`src/rtl/rename_regfile_mp_if.sv`:
```
// Bundled issue/commit/read bus for rename_regfile_mp.
// The master side is issue + ROB commit; the slave side is the register file.
interface rename_regfile_mp_if #(
  parameter int XLEN  = 32,
  parameter int NREGS = 32,
  parameter int ROB_W = 4,
  parameter int NRD   = 2,
  parameter int NCM   = 1
);
  localparam int AW = $clog2(NREGS);

  logic [NRD*AW-1:0]    rd_addr;
  logic [NRD*XLEN-1:0]  rd_data;
  logic [NRD-1:0]       rd_busy;
  logic [NRD*ROB_W-1:0] rd_tag;
  logic                 ren_valid;
  logic [AW-1:0]        ren_rd;
  logic [ROB_W-1:0]     ren_tag;
  logic [NCM-1:0]       cm_valid;
  logic [NCM*AW-1:0]    cm_rd;
  logic [NCM*ROB_W-1:0] cm_tag;
  logic [NCM*XLEN-1:0]  cm_data;
  logic [AW:0]          busy_cnt;

  modport master (
    output rd_addr, ren_valid, ren_rd, ren_tag, cm_valid, cm_rd, cm_tag, cm_data,
    input  rd_data, rd_busy, rd_tag, busy_cnt
  );
  modport slave (
    input  rd_addr, ren_valid, ren_rd, ren_tag, cm_valid, cm_rd, cm_tag, cm_data,
    output rd_data, rd_busy, rd_tag, busy_cnt
  );
endinterface

```
`src/rtl/rename_regfile_mp.sv`:
```
// Architectural register file with ROB rename tags, N read / up to 2 commit ports.
// Optional same-cycle commit-to-read bypass under `RF_COMMIT_BYPASS_EN.
module rename_regfile_mp #(
  parameter int XLEN  = 32,
  parameter int NREGS = 32,
  parameter int ROB_W = 4,
  parameter int NRD   = 2,
  parameter int NCM   = 1
) (
  input  logic clk,
  input  logic rst,
  input  logic rdy,
  input  logic flush,
  rename_regfile_mp_if.slave bus
);
  localparam int AW = $clog2(NREGS);

  logic [XLEN-1:0]  data_q [NREGS];
  logic [XLEN-1:0]  data_d [NREGS];
  logic [ROB_W-1:0] tag_q  [NREGS];
  logic [ROB_W-1:0] tag_d  [NREGS];
  logic [NREGS-1:0] busy_q, busy_d, clr;
  logic [AW:0]      cnt_q, cnt_d, dec;
  logic             ren_hit, ren_new;

  logic [NRD-1:0][AW-1:0]    rd_addr_a;
  logic [NRD-1:0][XLEN-1:0]  rd_data_a;
  logic [NRD-1:0][ROB_W-1:0] rd_tag_a;
  logic [NRD-1:0]            rd_busy_a;
  logic [NCM-1:0][AW-1:0]    cm_rd_a;
  logic [NCM-1:0][ROB_W-1:0] cm_tag_a;
  logic [NCM-1:0][XLEN-1:0]  cm_data_a;

  assign rd_addr_a = bus.rd_addr;
  assign cm_rd_a   = bus.cm_rd;
  assign cm_tag_a  = bus.cm_tag;
  assign cm_data_a = bus.cm_data;

  assign ren_hit = bus.ren_valid && (bus.ren_rd != '0);
  assign ren_new = ren_hit && !busy_q[bus.ren_rd];

  always_comb begin
    data_d = data_q;
    tag_d  = tag_q;
    busy_d = busy_q;
    cnt_d  = cnt_q;
    clr    = '0;
    dec    = '0;
    if (rdy) begin
      // Ascending port order lets the younger commit (port 1) win the data write.
      for (int k = 0; k < NCM; k++) begin
        if (bus.cm_valid[k] && cm_rd_a[k] != '0) begin
          data_d[cm_rd_a[k]] = cm_data_a[k];
          if (tag_q[cm_rd_a[k]] == cm_tag_a[k] && !(ren_hit && bus.ren_rd == cm_rd_a[k]))
            clr[cm_rd_a[k]] = 1'b1;
        end
      end
      if (flush) begin
        busy_d = '0;
        cnt_d  = '0;
      end else begin
        for (int r = 0; r < NREGS; r++) begin
          if (clr[r] && busy_q[r]) begin
            busy_d[r] = 1'b0;
            dec       = dec + (AW+1)'(1);
          end
        end
        if (ren_hit) begin
          busy_d[bus.ren_rd] = 1'b1;
          tag_d[bus.ren_rd]  = bus.ren_tag;
        end
        cnt_d = cnt_q + {{AW{1'b0}}, ren_new} - dec;
      end
    end
  end

  always_ff @(posedge clk or negedge rst) begin
    if (!rst) begin
      data_q <= '{default: '0};
      tag_q  <= '{default: '0};
      busy_q <= '0;
      cnt_q  <= '0;
    end else begin
      data_q <= data_d;
      tag_q  <= tag_d;
      busy_q <= busy_d;
      cnt_q  <= cnt_d;
    end
  end

  always_comb begin
    for (int i = 0; i < NRD; i++) begin
      rd_data_a[i] = data_q[rd_addr_a[i]];
      rd_busy_a[i] = busy_q[rd_addr_a[i]];
      rd_tag_a[i]  = tag_q[rd_addr_a[i]];
`ifdef RF_COMMIT_BYPASS_EN
      // Bypass only when the commit will actually land this edge.
      if (rdy && rd_addr_a[i] != '0) begin
        for (int k = 0; k < NCM; k++) begin
          if (bus.cm_valid[k] && cm_rd_a[k] == rd_addr_a[i]) begin
            rd_data_a[i] = cm_data_a[k];
            if (cm_tag_a[k] == tag_q[rd_addr_a[i]] && !(ren_hit && bus.ren_rd == rd_addr_a[i]))
              rd_busy_a[i] = 1'b0;
          end
        end
      end
`endif
      if (rd_addr_a[i] == '0) begin
        rd_data_a[i] = '0;
        rd_busy_a[i] = 1'b0;
        rd_tag_a[i]  = '0;
      end
    end
  end

  assign bus.rd_data  = rd_data_a;
  assign bus.rd_busy  = rd_busy_a;
  assign bus.rd_tag   = rd_tag_a;
  assign bus.busy_cnt = cnt_q;
endmodule

```
`src/flat_wrapper.sv`:
```
// flat-port wrapper written by rule: the top's interface ports become plain ports
module rename_regfile_mp_flat 
#(
  parameter int XLEN  = 32,
  parameter int NREGS = 32,
  parameter int ROB_W = 4,
  parameter int NRD   = 2,
  parameter int NCM   = 1
)
  (clk, rst, rdy, flush, bus_rd_addr, bus_ren_valid, bus_ren_rd, bus_ren_tag, bus_cm_valid, bus_cm_rd, bus_cm_tag, bus_cm_data, bus_rd_data, bus_rd_busy, bus_rd_tag, bus_busy_cnt);
  rename_regfile_mp_if #(.XLEN(XLEN), .NREGS(NREGS), .ROB_W(ROB_W), .NRD(NRD), .NCM(NCM)) bus_i ();
  input  logic clk;
  input  logic rst;
  input  logic rdy;
  input  logic flush;
  input wire logic [$bits(bus_i.rd_addr)-1:0] bus_rd_addr;
  input wire logic [$bits(bus_i.ren_valid)-1:0] bus_ren_valid;
  input wire logic [$bits(bus_i.ren_rd)-1:0] bus_ren_rd;
  input wire logic [$bits(bus_i.ren_tag)-1:0] bus_ren_tag;
  input wire logic [$bits(bus_i.cm_valid)-1:0] bus_cm_valid;
  input wire logic [$bits(bus_i.cm_rd)-1:0] bus_cm_rd;
  input wire logic [$bits(bus_i.cm_tag)-1:0] bus_cm_tag;
  input wire logic [$bits(bus_i.cm_data)-1:0] bus_cm_data;
  output wire logic [$bits(bus_i.rd_data)-1:0] bus_rd_data;
  output wire logic [$bits(bus_i.rd_busy)-1:0] bus_rd_busy;
  output wire logic [$bits(bus_i.rd_tag)-1:0] bus_rd_tag;
  output wire logic [$bits(bus_i.busy_cnt)-1:0] bus_busy_cnt;
  assign bus_i.rd_addr = bus_rd_addr;
  assign bus_i.ren_valid = bus_ren_valid;
  assign bus_i.ren_rd = bus_ren_rd;
  assign bus_i.ren_tag = bus_ren_tag;
  assign bus_i.cm_valid = bus_cm_valid;
  assign bus_i.cm_rd = bus_cm_rd;
  assign bus_i.cm_tag = bus_cm_tag;
  assign bus_i.cm_data = bus_cm_data;
  assign bus_rd_data = bus_i.rd_data;
  assign bus_rd_busy = bus_i.rd_busy;
  assign bus_rd_tag = bus_i.rd_tag;
  assign bus_busy_cnt = bus_i.busy_cnt;
  rename_regfile_mp #(.XLEN(XLEN), .NREGS(NREGS), .ROB_W(ROB_W), .NRD(NRD), .NCM(NCM)) u_core (.clk(clk), .rst(rst), .rdy(rdy), .flush(flush), .bus(bus_i));
endmodule
```
`config.mk`:
```
export PLATFORM = sky130hd
export DESIGN_NAME = rename_regfile_mp_flat
export DESIGN_NICKNAME = d
export VERILOG_FILES = /design/src/rtl/rename_regfile_mp_if.sv /design/src/rtl/rename_regfile_mp.sv /design/src/flat_wrapper.sv
export SDC_FILE = /design/constraint.sdc
export NUM_CORES = 2
export LEC_CHECK = 0
export ABC_AREA = 1
export BUFFER_PORTS_ARGS = -buffer_cell sky130_fd_sc_hd__buf_2
export CAP_MARGIN = 5
export CELL_PAD_IN_SITES_DETAIL_PLACEMENT = 1
export CELL_PAD_IN_SITES_GLOBAL_PLACEMENT = 2
export CORE_MARGIN = 8
export CORE_UTILIZATION = 37
export DETAILED_ROUTE_END_ITERATION = 10
export GPL_ROUTABILITY_DRIVEN = 1
export PLACE_DENSITY = 0.84
export SYNTH_ARGS = -nofsm -noshare
export SYNTH_HDL_FRONTEND = slang
export SYNTH_SLANG_ARGS = --single-unit
```
`constraint.sdc`:
```
create_clock -name clk -period 19.5 [get_ports clk]
set_input_delay 2.925 -clock clk [delete_from_list [all_inputs] [get_ports clk]]
set_output_delay 2.925 -clock clk [all_outputs]
set_load 0.03 [all_outputs]
```
==> impl_metrics.sql <==
INSERT INTO impl_metrics (metric_group, metric, value, unit) VALUES
('finish', 'fraction_of_layout_instances_using_a_drive_strength_above_1', '0.0784', ''),
('route', 'drtAntennaViolNets', '0', ''),
('route', 'postRouteWirelength', '315', 'mm'),
('critical_path', 'cpPeakStageDelay', '0.32', 'ns'),
('critical_path', 'setup.worst_path.end_class', 'register', ''),
('yosys', 'synthTopCellsByCount', 'sky130_fd_sc_hd__o21ai_0, sky130_fd_sc_hd__nand2_1, sky130_fd_sc_hd__nor2_1', ''),
('yosys', 'synthSimpleGateAreaFrac', '0.204', ''),
('cts', 'maximum_count_of_clock_buffers_along_a_single_path', '3', ''),
('floorplanning', 'floorplan.die_area', '196000', 'sq um'),
('yosys', 'synth_top_family_by_area', 'compound AO/OA/AOI/OAI gates', ''),
('yosys', 'syn_avg_cell_area', '7.34', 'sq um'),
('timing', 'max_freq', '53.9', 'MHz'),
('run_status', 'run_status', 'finished clean', ''),
('critical_path', 'crit_required', '20.16', 'ns'),
('yosys', 'yosys.cell_types.count', '52', ''),
('critical_path', 'worst-setup-path-type', 'input pin to register', ''),
('yosys', 'yosys_warnings', '0', ''),
('power', 'vdd_drop_max', '0.0000768', 'V'),
('route', 'wl_per_cell', '28.0', 'um'),
('yosys', 'ys_async_sr_fraction', '1.00', ''),
('critical_path', 'reg2reg_slack', '3.01', 'ns'),
('timing', 'final_period_minus_worst_setup_slack', '18.55', 'ns'),
('critical_path', 'crit_end', 'u_core.bus.busy_cnt[5]', ''),
('placement', 'io_buffers', '145', ''),
('yosys', 'synth_edf_count', '0', ''),
('grt', 'grt_overflow_total', '0', ''),
('cts', 'clock_tree_from_tritoncts', 'built', ''),
('grt', 'grt_first_pass_wirelength', '473', 'mm'),
('floorplanning', 'pin_count', '146', ''),
('floorplanning', 'start_util', '0.372', ''),
('yosys', 'synth.top_cells.by_area', 'sky130_fd_sc_hd__dfrtp_1, sky130_fd_sc_hd__o21ai_0, sky130_fd_sc_hd__nand2_1', ''),
('grt', 'overall_routing_resource_usage', '0.309', ''),
('yosys', 'synth_compound_area_frac', '0.279', ''),
('cts', 'clk_transition_reported_paths', '0.06', 'ns'),
('placement', 'detailed_place.area', '69400', 'sq um'),
('critical_path', 'crit_path_start', 'bus_cm_rd[0]', ''),
('power', 'p_per_area', '94.7', 'nW/um^2'),
('finish', 'regArea', '29800', 'sq um'),
('finish', 'layout.nets', '8873', ''),
('timing', 'report.final.setup_viol', '0', ''),
('run', 'max-cap-violations', '0', ''),
('critical_path', 'start_kind', 'input pin', ''),
('yosys', 'post-synth-top-count-cell', 'sky130_fd_sc_hd__o21ai_0', ''),
('floorplanning', 'fp.coreArea', '181000', 'sq um'),
('min_path', 'min_from', 'u_core.data_q[992]', ''),
('cts', 'cts.htree.levels', '4', ''),
('finish', 'syn_to_final_growth', '10.8', '%'),
('route', 'drc', '0', ''),
('floorplanning', 'die_span_x', '443', 'um'),
('critical_path', 'r2r_start', 'u_core.tag_q[114]', ''),
('cts', 'tritoncts.num_buffers', '145', ''),
('timing', 'final_max_slew_viol_count', '0', ''),
('cts', 'numClockSinks', '1190', ''),
('timing', 'clock-skew-final', '0.0431', 'ns'),
('finish', 'fill_cells', '22100', ''),
('grt', 'via_count_of_the_first_global_routing_pass', '72300', ''),
('power', 'power_leakage', '0.0326', 'uW'),
('yosys', 'synth_top_area_cell', 'sky130_fd_sc_hd__dfrtp_1', ''),
('timing', 'finalHoldViolations', '0', ''),
('placement', 'globalplace.congestion', '0.886', ''),
('critical_path', 'timing.critical_path.mode_cell', 'sky130_fd_sc_hd__nand2_1', ''),
('cts', 'cts_hold_fix_bufs', '0', ''),
('yosys', 'synthAdderAreaFrac', '0.00792', ''),
('yosys', 'synth_mux_area_frac', '0', ''),
('finish', 'post_route_cell_area', '74600', 'sq um'),
('yosys', 'gate_count_of_the_mapped_netlist', '9175', ''),
('critical_path', 'reg2reg_to', 'u_core.bus.busy_cnt[5]', ''),
('yosys', 'synth_top_area_share', '0.442', ''),
('yosys', 'post_synth_xor_area_fraction', '0.00195', ''),
('floorplanning', 'die_h', '443', 'um'),
('timing', 'min_period_over_period', '0.951', '');
repair_timing:
| item | in CTS | in global routing |
|---|---|---|
| setup buffers | 0 | 5 |
| endpoints found under the setup margin | 0 | 5 |
| gates resized for setup | 0 | 64 |
layer usage:
layer | wire [um] | global-route usage | vias to the layer above
met5 | 13 | 0 | -
met4 | 20400 | 0.181 | 2
li1 | - | - | 30800
met3 | 23300 | 0.0501 | 889
met2 | 141000 | 0.484 | 3154
met1 | 130000 | 0.406 | 36000
layout by cell type (no fill, tap or decap), drive strengths merged, types with 15 or more instances in the layout:
cell    Yosys  routed
o21ai    2368    2368
nand2    1687    1687
nor2     1293    1293
dfrtp    1190    1190
nand3     409     409
o221ai    395     395
buf        61     310
a21oi     301     301
inv       266     272
clkbuf    811     223
o22ai     122     122
a31oi      76      76
o211ai     41      41
ha         41      41
clkinv      5      30
nor3       17      17
o311ai     15      15
per-stage QoR:
step | setup TNS, ns | worst slack (ns) | hold slack (ns) | total power [uW] | cells
6_report | 0 | 0.948 | 0.402 | 7070 | 11300
3_3_place_gp | 0 | 0.0276 | 0.387 | 4210 | 11000
4_1_cts | 0 | 0.0370 | 0.404 | 7070 | 11200
5_1_grt | -0.275 | -0.171 | 0.421 | 7360 | 11300
2_1_floorplan | 0 | 1.13 | 0.452 | 3760 | 9177
3_5_place_dp | -2.04 | -0.695 | 0.392 | 4260 | 11000
layout make-up:
| class | count | area share |
|---|---|---|
| Inverter | 271 | 0.0145 |
| Timing Repair Buffer | 313 | 0.0303 |
| Multi-Input combinational cell | 6844 | 0.451 |
| Tap cell | 2370 | 0.0397 |
| Clock inverter | 39 | 0.00632 |
| Clock buffer | 220 | 0.0584 |
| Antenna cell | 6 | 0.000201 |
| Sequential cell | 1190 | 0.399 |
kinds of logic (layout without fill, tap and decap cells):
| family | Yosys count | after routing |
|---|---|---|
| DFF | 1190 | 1190 |
| other | 2 | 10 |
| buffers and inverters | 1143 | 843 |
| xor gates and xnor gates | 15 | 15 |
| AOI/OAI and AO/OA | 3347 | 3347 |
| adders and majority gates | 42 | 42 |
| and+or+nand+nor | 3436 | 3436 |
critical path: cells and delay by family:
family / cells / cell delay (ns)
simple gates: 70 / 8.05
fa+ha+maj: 20 / 5.13
compound gates: 13 / 1.46
buf+inv: 10 / 0.89
xor+xnor: 5 / 0.78
how the worst min path moves through the flow:
| stage | depth (start not counted) | slack [ns] | end |
|---|---|---|---|
| 6_report | 0 | 0.40 | u_core.data_q[992] |
| 5_1_grt | 0 | 0.42 | u_core.data_q[1012] |
| 4_1_cts | 0 | 0.40 | u_core.data_q[998] |
| 3_5_place_dp | 0 | 0.39 | u_core.data_q[998] |
| 3_3_place_gp | 0 | 0.39 | u_core.data_q[1013] |
| 2_1_floorplan | 1 | 0.45 | u_core.data_q[1000] |
power breakdown:
part	internal (uW)	total (uW)	switching, uW
combinational	382	1230	851
sequential	2770	3030	255
clock	1620	2800	1180
total	4780	7070	2290
flip-flops by register name, summed over array words and instances (netlist names):
| register | flops |
|---|---|
| u_core.tag_q | 128 |
| u_core.data_q | 1024 |
| u_core.bus.busy_cnt | 6 |
| u_core.busy_q | 32 |
(Power assumes the default switching activity.)
